[config.mk]
export PLATFORM = sky130hd
export DESIGN_NAME = alarm_button_controller
export DESIGN_NICKNAME = d
export VERILOG_FILES = /design/src/rtl/alarm_ctrl_pkg.sv /design/src/rtl/alarm_button_controller_btn_edge_repeat.sv /design/src/rtl/alarm_button_controller.sv
export SDC_FILE = /design/constraint.sdc
export NUM_CORES = 1
export LEC_CHECK = 0
export BUFFER_PORTS_ARGS = -buffer_cell sky130_fd_sc_hd__buf_4
export CORE_AREA = 10 10 54 77
export DETAILED_ROUTE_END_ITERATION = 6
export DIE_AREA = 0 0 64 87
export GPL_TIMING_DRIVEN = 0
export PLACE_DENSITY = 0.68
export SETUP_SLACK_MARGIN = 0.4
export SYNTH_ARGS = -nofsm -noshare
export SYNTH_HDL_FRONTEND = slang
export SYNTH_SLANG_ARGS = --single-unit
[constraint.sdc]
create_clock -name clk -period 1.9 [get_ports clk]
set_input_delay 0.38 -clock clk [delete_from_list [all_inputs] [get_ports clk]]
set_output_delay 0.38 -clock clk [all_outputs]
set_load 0.005 [all_outputs]
[src/rtl/alarm_ctrl_pkg.sv]
// Mode encodings shared by the button controller and the time/alarm datapath.
package alarm_ctrl_pkg;

  localparam int MODE_W = 3;

  typedef enum logic [MODE_W-1:0] {
    MODE_IDLE          = 3'd0,
    MODE_SET_TIME_HR   = 3'd1,
    MODE_SET_TIME_MIN  = 3'd2,
    MODE_SET_ALARM_HR  = 3'd3,
    MODE_SET_ALARM_MIN = 3'd4
  } mode_t;

  function automatic logic is_edit_mode(input mode_t m);
    return m != MODE_IDLE;
  endfunction

endpackage

[src/rtl/alarm_button_controller_btn_edge_repeat.sv]
// Rising-edge detector for one +/- button with optional hold-to-repeat.
// AUTO_REPEAT_EN selects the repeat down-counter; without it each press gives one request.
module btn_edge_repeat #(
  parameter int REPEAT_DELAY  = 500,
  parameter int REPEAT_PERIOD = 100
) (
  input  logic clk,
  input  logic rst,
  input  logic btn_i,
  input  logic en_i,
`ifdef AUTO_REPEAT_EN
  input  logic clr_i,
`endif
  output logic pulse_req_o
);

  if (REPEAT_DELAY < 2 || REPEAT_PERIOD < 1) begin : g_param_check
    $error("btn_edge_repeat: REPEAT_DELAY must be >= 2 and REPEAT_PERIOD >= 1");
  end

  logic btn_q;
  logic rise;

  assign rise = btn_i & ~btn_q;

`ifdef AUTO_REPEAT_EN
  localparam int RPT_MAX = (REPEAT_DELAY > REPEAT_PERIOD) ? REPEAT_DELAY : REPEAT_PERIOD;
  localparam int RPT_W   = $clog2(RPT_MAX + 1);

  logic             active_q;
  logic [RPT_W-1:0] cnt_q;
  logic             fire;

  // Repeat only arms on an accepted press, so a button held into a new mode stays silent.
  assign fire        = active_q & btn_i & (cnt_q == '0);
  assign pulse_req_o = en_i & (rise | fire);

  always_ff @(posedge clk) begin
    if (rst) begin
      btn_q    <= 1'b0;
      active_q <= 1'b0;
      cnt_q    <= '0;
    end else begin
      btn_q <= btn_i;
      if (clr_i || !btn_i) begin
        active_q <= 1'b0;
        cnt_q    <= '0;
      end else if (rise && en_i) begin
        active_q <= 1'b1;
        cnt_q    <= RPT_W'(REPEAT_DELAY - 1);
      end else if (active_q) begin
        cnt_q <= (cnt_q == '0) ? RPT_W'(REPEAT_PERIOD - 1) : cnt_q - RPT_W'(1);
      end
    end
  end
`else
  assign pulse_req_o = en_i & rise;

  always_ff @(posedge clk) begin
    if (rst) btn_q <= 1'b0;
    else     btn_q <= btn_i;
  end
`endif

endmodule

[src/rtl/alarm_button_controller.sv]
// Button-driven mode sequencer for time/alarm editing; AUTO_REPEAT_EN enables +/- hold-to-repeat.
// mode | meaning: IDLE run | SET_TIME_HR/MIN edit time | SET_ALARM_HR/MIN edit alarm
module alarm_button_controller
  import alarm_ctrl_pkg::*;
#(
  parameter int REPEAT_DELAY  = 500,
  parameter int REPEAT_PERIOD = 100,
  parameter int TIMEOUT       = 10000
) (
  input  logic              clk,
  input  logic              rst,
  input  logic              plus_db,
  input  logic              minus_db,
  input  logic              program_db,
  input  logic              set_alarm_db,
  input  logic              turn_off_db,
  input  logic              alarm_ringing,
  output logic [MODE_W-1:0] mode,
  output logic              inc_pulse,
  output logic              dec_pulse,
  output logic              commit_time,
  output logic              commit_alarm,
  output logic              abort,
  output logic              stop_alarm,
  output logic              alarm_armed
);

  if (TIMEOUT < 2) begin : g_param_check
    $error("alarm_button_controller: TIMEOUT must be >= 2");
  end

  localparam int            TO_W    = $clog2(TIMEOUT + 1);
  localparam logic [TO_W-1:0] TO_LOAD = TO_W'(TIMEOUT - 1);

  mode_t           mode_q;
  logic            inc_q, dec_q, ct_q, ca_q, abort_q, stop_q, armed_q;
  logic            prog_q, set_q, toff_q;
  logic [TO_W-1:0] to_cnt_q;

  logic in_set, prog_rise, set_rise, toff_rise;
  logic ev_stop, ev_abort_btn, ev_toggle, ev_prog, ev_set, hi_evt;
  logic both, btn_en, plus_req, minus_req, accepted, to_hit;

  assign in_set    = is_edit_mode(mode_q);
  assign prog_rise = program_db & ~prog_q;
  assign set_rise  = set_alarm_db & ~set_q;
  assign toff_rise = turn_off_db & ~toff_q;

  assign ev_stop      = toff_rise & alarm_ringing;
  assign ev_abort_btn = toff_rise & ~alarm_ringing & in_set;
  assign ev_toggle    = toff_rise & ~alarm_ringing & ~in_set;
  assign ev_prog      = ~toff_rise & prog_rise &
                        (mode_q inside {MODE_IDLE, MODE_SET_TIME_HR, MODE_SET_TIME_MIN});
  assign ev_set       = ~toff_rise & set_rise & ~ev_prog &
                        (mode_q inside {MODE_IDLE, MODE_SET_ALARM_HR, MODE_SET_ALARM_MIN});
  // Ignored program/set_alarm edges do not block a +/- press in the same cycle.
  assign hi_evt       = toff_rise | ev_prog | ev_set;

  assign both     = plus_db & minus_db;
  assign btn_en   = in_set & ~hi_evt & ~both;
  assign accepted = hi_evt | plus_req | minus_req;
  assign to_hit   = in_set & ~accepted & (to_cnt_q == '0);

`ifdef AUTO_REPEAT_EN
  logic btn_clr;
  assign btn_clr = ev_abort_btn | ev_prog | ev_set | to_hit | both;
`endif

  btn_edge_repeat #(
    .REPEAT_DELAY (REPEAT_DELAY),
    .REPEAT_PERIOD(REPEAT_PERIOD)
  ) u_plus (
    .clk        (clk),
    .rst        (rst),
    .btn_i      (plus_db),
    .en_i       (btn_en),
`ifdef AUTO_REPEAT_EN
    .clr_i      (btn_clr),
`endif
    .pulse_req_o(plus_req)
  );

  btn_edge_repeat #(
    .REPEAT_DELAY (REPEAT_DELAY),
    .REPEAT_PERIOD(REPEAT_PERIOD)
  ) u_minus (
    .clk        (clk),
    .rst        (rst),
    .btn_i      (minus_db),
    .en_i       (btn_en),
`ifdef AUTO_REPEAT_EN
    .clr_i      (btn_clr),
`endif
    .pulse_req_o(minus_req)
  );

  always_ff @(posedge clk) begin
    if (rst) begin
      mode_q   <= MODE_IDLE;
      inc_q    <= 1'b0;
      dec_q    <= 1'b0;
      ct_q     <= 1'b0;
      ca_q     <= 1'b0;
      abort_q  <= 1'b0;
      stop_q   <= 1'b0;
      armed_q  <= 1'b0;
      prog_q   <= 1'b0;
      set_q    <= 1'b0;
      toff_q   <= 1'b0;
      to_cnt_q <= '0;
    end else begin
      prog_q  <= program_db;
      set_q   <= set_alarm_db;
      toff_q  <= turn_off_db;
      inc_q   <= 1'b0;
      dec_q   <= 1'b0;
      ct_q    <= 1'b0;
      ca_q    <= 1'b0;
      abort_q <= 1'b0;
      stop_q  <= 1'b0;

      if (ev_stop) begin
        stop_q <= 1'b1;
      end else if (ev_abort_btn) begin
        abort_q <= 1'b1;
        mode_q  <= MODE_IDLE;
      end else if (ev_toggle) begin
        armed_q <= ~armed_q;
      end else if (ev_prog) begin
        case (mode_q)
          MODE_IDLE:        mode_q <= MODE_SET_TIME_HR;
          MODE_SET_TIME_HR: mode_q <= MODE_SET_TIME_MIN;
          MODE_SET_TIME_MIN: begin
            mode_q <= MODE_IDLE;
            ct_q   <= 1'b1;
          end
          default:          mode_q <= mode_q;
        endcase
      end else if (ev_set) begin
        case (mode_q)
          MODE_IDLE:         mode_q <= MODE_SET_ALARM_HR;
          MODE_SET_ALARM_HR: mode_q <= MODE_SET_ALARM_MIN;
          MODE_SET_ALARM_MIN: begin
            mode_q  <= MODE_IDLE;
            ca_q    <= 1'b1;
            armed_q <= 1'b1;
          end
          default:           mode_q <= mode_q;
        endcase
      end else if (plus_req) begin
        inc_q <= 1'b1;
      end else if (minus_req) begin
        dec_q <= 1'b1;
      end else if (to_hit) begin
        abort_q <= 1'b1;
        mode_q  <= MODE_IDLE;
      end

      // Idle timer: reloaded by any accepted event, runs down only while editing.
      if (accepted)
        to_cnt_q <= TO_LOAD;
      else if (in_set && to_cnt_q != '0)
        to_cnt_q <= to_cnt_q - TO_W'(1);
    end
  end

  assign mode         = mode_q;
  assign inc_pulse    = inc_q;
  assign dec_pulse    = dec_q;
  assign commit_time  = ct_q;
  assign commit_alarm = ca_q;
  assign abort        = abort_q;
  assign stop_alarm   = stop_q;
  assign alarm_armed  = armed_q;

endmodule

==> key figures <==
Finish
  • Ratio of cells with drive above 1 in the final layout: 0.560
  • Antenna diodes: 0
  • Max FFs per register: 14
  • Largest reg by FF count: to_cnt_q
  • Post-route cell area: 2230 um2
  • Layout area overhead: 64.0%
  • Non-filler cells in the finished layout: 239
  • Final net count: 208
  • Post-layout utilization of the core: 0.782

Logic synthesis
  • Synth Flop Type: dfxtp_1
  • Synth unique cells: 41
  • Area contributors post-synth: dfxtp_1 43%, xnor2_1 5.8%, a21oi_1 4.0%
  • Register bit total from synthesis: 29
  • Synth area leader: dfxtp_1
  • Mapped cell area: 1360 um2
  • Post-synth EDFFs: 0
  • Seq/Total Area, Yosys: 0.427
  • Share of flip-flops with an asynchronous set or reset: 0
  • Post-Syn Nets: 158
  • Synth Instances: 149
  • Mapped Avg Cell Area: 9.13 um2
  • YS warnings: 0
  • Top cell type's share of synthesized area: 0.427

Timing
  • Endpoints failing setup: 0
  • Setup ws final: 71.7 ps
  • Hold Vio Cnt, Final: 0
  • Slew margin rel.: 0.607
  • Pins Over Slew Limit: 0
  • Layout Skew: 12.3 ps
  • Fin crit share: 0.962
  • Worst-margin pin slew: 589 ps
  • F_max: 547 MHz
  • RSZ-0062 raised after global routing: yes
  • Shortest period the worst path allows: 1830 ps

Place
  • Post-DP HPWL: 2310 um
  • PortBufs: 17
  • Placed cell areas: 1600 um2
  • Placed Cells: 205
  • RePlAce Congestion: 0.780
  • Pre-CTS setup slack: -101 ps

Die
  • Chip Height: 87 um
  • Io pins: 18
  • Area of the die: 5570 um2
  • Die Wd: 64 um
  • Initial Utilization: 0.477
  • Core Footprint: 2850 um2
  • Rows: 24

Critical path
  • CP Launch Type: flop
  • CP required: 2120 ps
  • Worst r2r dst: abort$_SDFF_PP0_
  • Crit Path Category: flop to flop
  • Worst-path fanout max: 4
  • FF-to-FF setup slack: 70 ps
  • Reg2reg start: mode[2]$_SDFFE_PP0P_
  • Worst EP arrival: 2050 ps
  • Endpoint class of the critical path: flop
  • Worst r2r path cells: 6

Power
  • VDD IR max: 578 uV
  • Leak: 0.000809 uW
  • P per Cell Area: 782 nW/um2
  • Overall power: 1740 uW

Min path
  • HP Class: input pin to flop
  • Critical hold path startpoint: set_alarm_db
  • Worst hold endpoint: set_q$_SDFF_PP0_
  • Worst Hold Depth: 2

GRT
  • Global route total overflow: 0
  • GRT Util Overall: 0.143
  • Vias in the first global route: 1413
  • Largest net degree at the start of global routing: 11
  • First-pass GRT wire length: 6400 um
  • Initial antenna violation count: 0

Detailed routing
  • Met1 WL: 1570 um
  • Via count: 1356
  • Residual DRC: 0
  • DRT iter0 DRCs: 41
  • DR vias/cell: 5.67
  • Metal2 WL: 2370 um
  • Post-DR wirelength/cell: 18.2 um
  • Total wire length: 4360 um
  • DR top layer: met4
  • Post-route ant nets: 0
  • Routed met3 length: 230 um
  • Pre-antenna DRT Iters: 4

Clock network
  • Clock Sinks: 29
  • Total CTS buffers: 5
  • CTS tree: built
  • Clk_lat worst skew: 280 ps
  • Longest Clk Path Bufs: 2
  • H-tree depth: 2
  • Clock slew at reported path FFs: 70 ps
  • CTS root buf: clkbuf_8

Run
  • Max Cap Viol: 0

Outcome
  • Outcome: finished clean
worst max path at each step:
stage / start / endpoint / slack, ps / cells after the start
floorplan: to_cnt_q[0]$_SDFFE_PP0P_ / abort$_SDFF_PP0_ / 120 / 7
global placement: to_cnt_q[0]$_SDFFE_PP0P_ / abort$_SDFF_PP0_ / -100 / 7
detailed placement: to_cnt_q[0]$_SDFFE_PP0P_ / abort$_SDFF_PP0_ / -100 / 7
CTS: mode[2]$_SDFFE_PP0P_ / abort$_SDFF_PP0_ / 120 / 6
global route: to_cnt_q[1]$_SDFFE_PP0P_ / abort$_SDFF_PP0_ / 0.6 / 7
finish: mode[2]$_SDFFE_PP0P_ / abort$_SDFF_PP0_ / 70 / 6
through the flow:
step	hold WS, ps	setup TNS (ps)
after CTS	319	0
after global placement	414	-117
after detailed placement	424	-165
final	327	0
after global routing	339	0
after floorplan	400	0
critical path: stages (launching register included):
cell and delay, ps:
dfxtp_4 340, or3_4 360, buf_6 140, o21a_4 120, or3_4 340, or3_4 340
a21oi_2 120
where the power goes:
group / internal [uW] / switching (uW)
combinational: 290 / 275
clock: 253 / 234
sequential: 648 / 43.4
total: 1190 / 553
layout make-up:
cell class | count | area [um2]
multi-input combinational | 112 | 1090
fill | 166 | 622
sequential | 29 | 594
timing repair buffer | 43 | 353
clock buffer | 6 | 72.6
buffer | 5 | 51.3
tap | 39 | 48.8
inverter | 3 | 11.3
clock inverter | 2 | 10.0
routing by layer:
metal | up-vias | global-route usage
met3 | 20 | 0.0399
met1 | 649 | 0.140
met5 | - | 0
met2 | 45 | 0.259
li1 | 642 | -
met4 | 0 | 0.0878
cells in the final DEF, fill, tap and decap left out, types with 2 or more instances in the layout:
| cell type | count |
|---|---|
| nand3_2 | 2 |
| xnor2_1 | 7 |
| inv_2 | 2 |
| buf_4 | 35 |
| dfxtp_4 | 2 |
| buf_6 | 9 |
| nor3b_2 | 2 |
| a2111oi_4 | 3 |
| a21oi_2 | 4 |
| nor4_2 | 4 |
| nor2_1 | 8 |
| or2b_1 | 2 |
| nor3b_1 | 4 |
| nor3_2 | 4 |
| dfxtp_2 | 5 |
| a21oi_1 | 7 |
| xnor2_2 | 2 |
| nor2b_1 | 7 |
| or3_4 | 4 |
| nand2_1 | 3 |
| nor4b_2 | 2 |
| nand4_1 | 2 |
| dfxtp_1 | 22 |
| nand2b_1 | 5 |
| or3_1 | 4 |
| clkinv_2 | 2 |
| clkbuf_1 | 3 |
| nor2_4 | 5 |
| clkbuf_8 | 5 |
| nor3_1 | 2 |
| a211oi_1 | 2 |
cell families after synthesis:
group,synth area share
AOI/OAI and AO/OA,0.129
xor gates and xnor gates,0.0644
adders and majority gates,0.00920
buffers and inverters,0.0285
DFF,0.427
muxes,0.0230
and+or+nand+nor,0.319
cell usage after synthesis, types with 4 or more instances:
cell type	n
nor3b_1	6
nor2b_1	7
or3_1	7
nand2_1	5
nor2_1	14
nand2b_1	5
dfxtp_1	29
xnor2_1	9
a21oi_1	11
nor4_1	4
nor3_1	7
timing repair:
item                       CTS  global route
pin swaps                   21            17
setup endpoints to repair   20            21
resized for setup           39            37
hold buffers                 0             0
buffers inserted            21             5
Power figures use the tool's default switching activity.
